**config.mk**
```make
export PLATFORM = sky130hd
export DESIGN_NAME = store_narrow_unit
export DESIGN_NICKNAME = d
export VERILOG_FILES = /design/src/rtl/store_narrow_unit.sv
export SDC_FILE = /design/constraint.sdc
export NUM_CORES = 1
export LEC_CHECK = 0
export CAP_MARGIN = 20
export CORE_MARGIN = 3
export CORE_UTILIZATION = 30
export CTS_CLUSTER_DIAMETER = 120
export CTS_CLUSTER_SIZE = 16
export DETAILED_ROUTE_END_ITERATION = 6
export PLACE_DENSITY = 0.58
export SYNTH_ARGS = -nofsm -noshare
export SYNTH_HDL_FRONTEND = slang
export SYNTH_SLANG_ARGS = --single-unit
```
**constraint.sdc**
```tcl
create_clock -name clk -period 4.7 [get_ports clk]
set_clock_uncertainty 0.1 [all_clocks]
set_input_delay 0.94 -clock clk [delete_from_list [all_inputs] [get_ports clk]]
set_output_delay 0.94 -clock clk [all_outputs]
set_load 0.01 [all_outputs]
```
**src/rtl/store_narrow_unit.sv**
```systemverilog
// Store path for SB/SH/SW into word-organised data memory.
// Sub-word stores read the target word, merge the new lanes and write it back.
module store_narrow_unit #(
   parameter int unsigned TIMEOUT_CYCLES = 255
) (
   input  logic        clk,
   input  logic        rst_n,
   input  logic        start,
   input  logic [1:0]  op,
   input  logic [31:0] addr,
   input  logic [31:0] wdata,
   output logic [31:0] mem_addr,
   output logic        mem_rd_en,
   input  logic [31:0] mem_rdata,
   input  logic        mem_rvalid,
   output logic        mem_wr_en,
   output logic [31:0] mem_wdata,
   input  logic        mem_ready,
   output logic        busy,
   output logic        done,
   output logic        err
);

   localparam logic [2:0] S_IDLE    = 3'd0;
   localparam logic [2:0] S_RD      = 3'd1;
   localparam logic [2:0] S_WAIT_RD = 3'd2;
   localparam logic [2:0] S_WR      = 3'd3;
   localparam logic [2:0] S_DONE    = 3'd4;

   localparam logic [1:0] OP_SB = 2'b00;
   localparam logic [1:0] OP_SH = 2'b01;
   localparam logic [1:0] OP_SW = 2'b10;

   localparam logic [31:0] TIMEOUT_LIMIT = 32'(TIMEOUT_CYCLES);

   logic [2:0]  state_reg;
   logic [1:0]  op_reg;
   logic [1:0]  lane_reg;
   logic [15:0] wdata_lo_reg;
   logic [31:0] addr_reg;
   logic [31:0] wdata_reg;
   logic [31:0] cnt_reg;
   logic        err_reg;

   logic        bad_req;
   logic        timeout_hit;
   logic [31:0] merged;

   assign bad_req = (op == 2'b11) ||
                    ((op == OP_SH) && addr[0]) ||
                    ((op == OP_SW) && (addr[1:0] != 2'b00));

   // Fires on the waiting cycle that would bring the counter up to the limit.
   assign timeout_hit = (TIMEOUT_LIMIT != 32'd0) && ((cnt_reg + 32'd1) == TIMEOUT_LIMIT);

   // Little-endian lane merge of the new byte/halfword into the word read back.
   generate
      for (genvar gi = 0; gi < 4; gi++) begin : g_lane
         localparam logic [1:0] LANE = 2'(gi);
         logic       sel;
         logic [7:0] new_byte;
         always_comb begin
            sel      = 1'b0;
            new_byte = wdata_lo_reg[7:0];
            if (op_reg == OP_SB) begin
               sel = (lane_reg == LANE);
            end else begin
               sel      = (lane_reg[1] == LANE[1]);
               new_byte = LANE[0] ? wdata_lo_reg[15:8] : wdata_lo_reg[7:0];
            end
         end
         assign merged[8*gi +: 8] = sel ? new_byte : mem_rdata[8*gi +: 8];
      end
   endgenerate

   always_ff @(posedge clk or negedge rst_n) begin
      if (!rst_n) begin
         state_reg    <= S_IDLE;
         op_reg       <= 2'b00;
         lane_reg     <= 2'b00;
         wdata_lo_reg <= 16'd0;
         addr_reg     <= 32'd0;
         wdata_reg    <= 32'd0;
         cnt_reg      <= 32'd0;
         err_reg      <= 1'b0;
      end else begin
         case (state_reg)
            S_IDLE: begin
               if (start) begin
                  op_reg       <= op;
                  lane_reg     <= addr[1:0];
                  wdata_lo_reg <= wdata[15:0];
                  addr_reg     <= {addr[31:2], 2'b00};
                  cnt_reg      <= 32'd0;
                  err_reg      <= bad_req;
                  if (bad_req) begin
                     state_reg <= S_DONE;
                  end else if (op == OP_SW) begin
                     wdata_reg <= wdata;
                     state_reg <= S_WR;
                  end else begin
                     state_reg <= S_RD;
                  end
               end
            end
            S_RD: begin
               cnt_reg   <= 32'd0;
               state_reg <= S_WAIT_RD;
            end
            S_WAIT_RD: begin
               if (mem_rvalid) begin
                  wdata_reg <= merged;
                  cnt_reg   <= 32'd0;
                  state_reg <= S_WR;
               end else if (timeout_hit) begin
                  err_reg   <= 1'b1;
                  state_reg <= S_DONE;
               end else begin
                  cnt_reg <= cnt_reg + 32'd1;
               end
            end
            S_WR: begin
               if (mem_ready) begin
                  state_reg <= S_DONE;
               end else if (timeout_hit) begin
                  err_reg   <= 1'b1;
                  state_reg <= S_DONE;
               end else begin
                  cnt_reg <= cnt_reg + 32'd1;
               end
            end
            S_DONE: begin
               state_reg <= S_IDLE;
            end
            default: begin
               state_reg <= S_IDLE;
            end
         endcase
      end
   end

   // Handshake outputs decode straight from state so reset removes them at once.
   assign mem_addr  = addr_reg;
   assign mem_wdata = wdata_reg;
   assign mem_rd_en = (state_reg == S_RD);
   assign mem_wr_en = (state_reg == S_WR);
   assign busy      = (state_reg == S_RD) || (state_reg == S_WAIT_RD) || (state_reg == S_WR);
   assign done      = (state_reg == S_DONE);
   assign err       = done && err_reg;

endmodule
```
# Yosys cells after proc, flatten, opt, wreduce, memory -nomap -nowiden

Index checks and enable logic that the tools add are counted.

Bits in registers: 118
Output and inout bits: 69
Logic and storage cells: 76

Eq/ne operators: 17
Muxes and demuxes: 31
Bitwise operators: 1
Reductions and logical operators: 18
$add $sub $neg: 1

Operators by type and width:

| kind                  | count |
|---|---|
| $mux 32               | 8 |
| $pmux 32 s4           | 1 |
| $pmux 32 s2           | 1 |
| $mux 8                | 5 |
| $add 32x1->32 const B | 1 |
| $eq 32x8->1 const B   | 1 |
| $mux 3                | 5 |
| $ne 2x2->1 const B    | 6 |
| $pmux 3 s4            | 1 |
| $eq 2x2->1 const B    | 4 |
| $mux 1                | 8 |
| $eq 3x2->1 const B    | 2 |
| $reduce_and 5->1      | 1 |
| $eq 2x1->1 const B    | 2 |
| $logic_not 2->1       | 2 |
| $logic_or 1x1->1      | 4 |
| $reduce_and 4->1      | 1 |
| $reduce_bool 2->1     | 2 |
| $reduce_bool 4->1     | 1 |
| $eq 3x1->1 const B    | 1 |
| $eq 3x3->1 const B    | 1 |
| $logic_and 1x1->1     | 3 |
| $logic_not 3->1       | 1 |
| $pmux 1 s3            | 1 |
| other kinds (5)       | 5 |

# Logic depth before layout (Yosys ltp)

Gate-level depths: netlist of the first run.

Depth in word-level cells: 7
Mapped depth: 13
Gate-level depth less buffers: 9

# Least setup slack after synthesis of the first run

No wires, ideal clock.

Path kind: register -> register
Start point: reg cnt_reg[0]
End point: reg cnt_reg[18]
Period minus slack after synthesis: 3.821 ns
Path slack: 0.879 ns
Arrival: 3.585 ns
Cell stages (with the launch flop): 13
Setup time: 0.135 ns
Path through: dfrtp_1 ha_1 nand3_2 or3_1 buf_2 o31a_1 or4b_1 or4_4 or4_4 buf_6 buf_6 a32oi_1 o41ai_1

Word-level cells in the longest chain between the ends: 5
Elaborated cells on any way between the ends: 6

RTL lines:

| what                       | line         | source |
|---|---|---|
| start: declaration         | 42           | `logic [31:0] cnt_reg;` |
| start signal: assignment   | 119          | `cnt_reg <= cnt_reg + 32'd1;` |
| start signal: assignment   | 129          | `cnt_reg <= cnt_reg + 32'd1;` |
| $add 32x1->32 *            | 54, 119, 129 |  |
| $eq 32x8->1                | 54           | `assign timeout_hit = (TIMEOUT_LIMIT != 32'd0) && ((cnt_reg + 32'd1) == TIMEOUT_LIMIT);` |
| $mux 32 *                  | 115, 125     |  |
| $mux 32 (on tied branches) | 123, 111     |  |
| $pmux 32 s4 *              | 87           | `case (state_reg)` |

Every way passes the cells marked *; elsewhere a longest branch is shown, timed or not. The select of a mux whose other input is x is not followed.
A chain may end at the register's enable or synchronous reset.

# Final worst setup path of the first run

Start point: reg cnt_reg[7]
End point: reg cnt_reg[25]

Same word-level chain as after synthesis.

==> results of run 1 <==
-- power breakdown --
part	leakage (nW)	internal [mW]	switching, mW
Sequential	1.46	1.39	0.285
Combinational	1.82	1.09	1.04
Clock	0.291	0.858	0.481
Total	3.57	3.34	1.80
-- area by class of cell --
class | instances | share of cell area [%]
inverter | 11 | 0.453
multi-input combinational | 535 | 36.9
tap | 275 | 3.78
clock buffer | 19 | 4.97
clock inverter | 12 | 1.69
sequential | 118 | 32.4
timing repair buffer | 182 | 19.8
-- critical path, cell delays in order, from the launching register on --
cell and delay [ps]:
dfrtp_1 500, nand4_1 420, or3_1 590, o21a_1 240, or4b_1 500, or4_4 500
or4_4 650, a31oi_1 260, mux2i_1 100
-- logic make-up (layout without fill, tap and decap cells) --
family | Yosys count | in the layout | synth area share [%]
compound gates | 182 | 182 | 17.3
xor+xnor | 14 | 14 | 1.86
fa+ha+maj | 2 | 2 | 0.380
buf+inv | 67 | 224 | 4.35
flops | 118 | 118 | 44.8
mux | 64 | 64 | 10.7
other cells | 1 | 2 | 0.0569
simple gates | 271 | 271 | 20.6
-- per-layer routing --
layer / wire, um / track usage [%] / vias up
met3: 1320 / 3.50 / 28
met1: 9520 / 24.4 / 2993
li1: - / - / 2926
met5: 0 / 0 / -
met2: 10100 / 28.4 / 223
met4: 425 / 5.09 / 0
-- through the flow --
| step | cell area [um^2] | std cells | hold WS (ps) | utilization [%] | setup WS (ps) |
|---|---|---|---|---|---|
| global route | 9110 | 1152 | 412 | 42.8 | 468 |
| finish | 9110 | 1152 | 381 | 42.8 | 703 |
| global placement | 8490 | 1120 | 362 | 39.9 | 800 |
| detailed placement | 8490 | 1120 | 374 | 39.9 | 760 |
| CTS | 9100 | 1151 | 389 | 42.7 | 744 |
| floorplan | 6590 | 720 | 374 | - | 879 |
-- synth_stat cells (all sizes together), types with 2 or more instances --
cell    instances  share of area [%]
o22a            3               0.40
nand2          81                4.6
nor3           14                1.1
xnor2          12                1.6
inv            10               0.57
and2            6               0.57
nand3b          5               0.57
mux2i          14                2.1
or3            13                1.2
or4b            2               0.30
and3            8               0.76
and4            2               0.27
nand2b          3               0.28
xor2            2               0.27
o221ai          2               0.27
o21a            4               0.46
o22ai           9               0.85
o31a            2               0.27
a21boi          2               0.23
or2             5               0.47
o211ai          9                1.0
or4            11                1.4
o41ai           3               0.40
a211oi          7               0.80
clkbuf         38                2.2
o31ai          11                1.3
buf            18                1.5
a31oi          30                2.8
mux2           50                8.5
ha              2               0.38
a21oi          50                3.8
a21o            4               0.46
nor4            6               0.57
nand4          18                1.8
nand3          28                2.2
nor2           60                3.4
o21ai          35                2.7
dfrtp         118                 45
nor2b           2               0.19
nand4b          2               0.27
a32oi           3               0.40
-- path summary, 6_finish.rpt --
path,from,end,slack [ps],depth (start not counted)
max,cnt_reg[7],cnt_reg[25],700,8
min,mem_wdata[4],mem_wdata[4],380,2
max reg2reg,cnt_reg[7],cnt_reg[25],700,8
min reg2reg,mem_wdata[4],mem_wdata[4],380,2
max in group asynchronous,rst_n,cnt_reg[14],3200,2
min in group asynchronous,rst_n,mem_wdata[19],490,1
==> results.yml, run 1 <==
sta:
  tightest_slew_ps: 1040
  setup_viol: 0
  fin_crit_sh_pct: 85.0
  fmax_mhz: 250
  rsz0062_at_grt: "false"
  hold_violations: 0
  slew_violations: 0
  period_needed_ps: 4000
  relSlewSlack_pct: 30.1
  setup_tns_ps: 0
die:
  die_w_um: 154
  initial_utilization_pct: 30.9
  die_h_um: 154
  ioPinCount: 172
  rows: 53
  coreArea_um2: 21300
  die-area_um2: 23800
critical_path:
  cp-end-kind: "flop"
  cp-start-kind: "flop"
  worstPathMaxFanout: 19
  arrival_ps: 4180
  crit_type: "flop to flop"
  required_ps: 4890
cts:
  clk_pin_slew_worst_paths_ps: 60
  root_buffer: "clkbuf_16"
  hold_buffers: 0
  cts_tree: "built"
  cts_buffer_depth: 2
  cts_made_buffers: 17
  numClockSinks: 118
  h-tree-depth: 4
  clk_latency_ps: 410
  cts-resized-gates: 0
  cts_setup_buffers: 0
power_and_ir_drop:
  vdd_drop_max_mv: 0.232
  cellPowerDensity_nw_per_um2: 564
  leakage_nw: 3.57
  p_total_mw: 5.14
synth:
  netlist_area_um2: 6590
  avgSynthCellArea_um2: 9.16
  yosys_warnings: 0
  synth_edf_count: 0
  synth_cell_types: 64
  ys_dominant_reg_cell: "dfrtp_1"
  ys_seq_area_share_pct: 44.8
  synth-seq-cells: 118
  synthArstFlopShare_pct: 100
  syn_inst: 719
drt:
  detail_route.wl_per_cell_um: 18.6
  drt_iter0_markers: 535
  dr.pass1.iters: 5
  avgViaCountPerCell: 5.36
  antenna_left: 0
  drc: 0
  wirelength_um: 21400
  via_count: 6170
cells_and_area:
  syn_to_final_growth_pct: 38.3
  ff_latch_area_um2: 2950
  final_cell_mix: "clkdlybuf4s50_1, dfrtp_1, nand2_1, nor2_1, mux2_2"
  drive_above_1_share_pct: 12.7
  antenna_cells: 0
  final_common_cell: "clkdlybuf4s50_1"
  fillCellCount: 2073
  multi_input_area_um2: 3360
  fin_nets: 970
placed_design:
  dp_hpwl_um: 15100
  io_buffers: 169
  place_congestion: 0.853
global_routing:
  grt_pass1_vias: 5872
  grt.total_usage_pct: 17.7
  antenna_found_initial: 0
  gr-total-overflow: 0
  grt_pass1_wl_um: 33900
  grt_max_degree: 61
worst_hold_path:
  hold_class: "flop to flop"
run:
  cap_violations: 0
status:
  status: "completed"
No activity file was read; power rests on OpenSTA's default activity.
==> inputs of run 2 (changes only) <==
- SLEW_MARGIN: default -> 0
==> results of run 2 <==
Same layout as run 1: the final DEF is identical, and so are final timing and power.
==> inputs of run 3 (changes only) <==
- CORE_UTILIZATION: 30 -> 45
- PLACE_DENSITY: 0.58 -> 0.82
- clock period: 4.7 -> 3.37 ns (I/O delays scaled with it)
==> results.yml, run 3 (synthesis results as in run 1) <==
critical_path:
  cp_cell_sequence: "nand4_1, buf_4, or4_1, or4_4, mux2i_2, nand4_1, or4_4, a31oi_2, mux2i_1"
  crit_type: "flop to flop"
  cp-end-kind: "flop"
  cpPeakStageDelay_ps: 630
  required_ps: 3560
  worstPathMaxFanout: 5
  crit_slowest_cell: "or4_4"
  arrival_ps: 3620
  cp-start-kind: "flop"
cts:
  clk_pin_slew_worst_paths_ps: 50
  numClockSinks: 118
  root_buffer: "clkbuf_16"
  h-tree-depth: 4
  cts_buffer_depth: 2
  hold_buffers: 0
  clk_latency_ps: 420
  cts_tree: "built"
  cts_made_buffers: 17
sta:
  period_needed_ps: 3430
  relSlewSlack_pct: 31.5
  setup_viol: 6
  slew_violations: 0
  hold_violations: 0
  setup_slack_ps: -61.7
  rsz0062_at_grt: "true"
  fin_crit_sh_pct: 102
  fmax_mhz: 291
  tightest_slew_ps: 1020
drt:
  via_count: 6646
  detail_route.wl_per_cell_um: 19.4
  wirelength_um: 21600
  dr.pass1.iters: 6
  drc: 0
  drt_iter0_markers: 663
  avgViaCountPerCell: 5.96
  antenna_left: 0
global_routing:
  grt_max_degree: 78
  grt_pass1_vias: 6482
  gr-total-overflow: 0
  grt_pass1_wl_um: 33800
  antenna_found_initial: 0
  grt.total_usage_pct: 26.2
die:
  die-area_um2: 16100
  ioPinCount: 172
  initial_utilization_pct: 46.7
  coreArea_um2: 14100
  rows: 43
  die_w_um: 127
  die_h_um: 127
cells_and_area:
  final_cell_mix: "clkdlybuf4s50_1, dfrtp_1, nand2_1, buf_4, nor2_1"
  final_common_cell: "clkdlybuf4s50_1"
  final_area_um2: 9560
  fillCellCount: 1076
  multi_input_area_um2: 3490
  drive_above_1_share_pct: 19.9
  fin_nets: 1029
  syn_to_final_growth_pct: 45.1
  antenna_cells: 0
  final_util_pct: 67.8
  ff_latch_area_um2: 2960
power_and_ir_drop:
  p_total_mw: 7.23
  cellPowerDensity_nw_per_um2: 756
  vdd_drop_max_mv: 0.531
  leakage_nw: 3.86
run:
  cap_violations: 0
placed_design:
  place_congestion: 0.940
  place_ws_ps: -60.7
  dpl-instance-area_um2: 8780
  dp_hpwl_um: 14900
  io_buffers: 169
status:
  status: "complete, but fails checks"
  violations: "setup timing"
worst_hold_path:
  hold_class: "input port to async pin"
## run 3: changes by cell type in the layout (fill, tap and decap cells not counted), moves of 3 or more
cell / change
buf_4: +55
dfrtp_1: -4
o21ai_0: -4
dfrtp_2: +4
or4_4: +4
o21ai_1: +4
clkbuf_8: +3
## run 3: final timing paths
kind                          startpoint             to  slack [ps]  cells after the start
max                          cnt_reg[10]    cnt_reg[30]         -60                      9
min                                rst_n  mem_wdata[27]         320                      1
max reg2reg                  cnt_reg[10]    cnt_reg[30]         -60                      9
min reg2reg                mem_wdata[21]  mem_wdata[21]         380                      2
max in group asynchronous          rst_n  mem_wdata[29]        2080                      2
min in group clk           mem_wdata[21]  mem_wdata[21]         380                      2
## run 3: worst max-delay path, delay by kind of cell, from the launching register on
kind	cells	cell delay, ps
simple gates	5	2010
flops	1	370
buf+inv	1	210
mux	2	390
compound gates	1	230
## run 3: repair_timing
action,4_1_cts,5_1_grt
gates resized for setup,7,17
cloned,2,0
pin swaps,3,10
endpoints found under the setup margin,21,27
buffers inserted,2,6
## run 3: final cells by class
cell class              instances  share of cell area, %
well taps                     180                   2.36
clock inverters                 8                   1.01
inverters                      11                  0.432
multi-input cells             537                   36.6
flip-flops and latches        118                   31.0
repair buffers                239                   23.5
clock buffers                  23                   5.21
## run 3: where the power goes
group	internal [mW]	leakage, nW	switching (mW)
sequential	1.94	1.45	0.394
clock	1.18	0.295	0.651
combinational	1.58	2.11	1.48
## run 3: metal layers
metal | track usage, % | wire, um | vias up
met5 | 0 | 0 | -
met4 | 10.1 | 599 | 0
met3 | 5.69 | 1870 | 52
met2 | 44.7 | 10500 | 347
met1 | 32.7 | 8610 | 3196
li1 | - | - | 3051
## run 3: per-stage QoR
| stage | hold slack, ps | std cells | setup TNS [ps] |
|---|---|---|---|
| 2_1_floorplan | 278 | 720 | -377 |
| 3_3_place_gp | 362 | 1075 | -45.3 |
| 3_5_place_dp | 373 | 1075 | -261 |
| 4_1_cts | 365 | 1110 | -514 |
| 5_1_grt | 384 | 1116 | -567 |
| 6_report | 321 | 1116 | -128 |
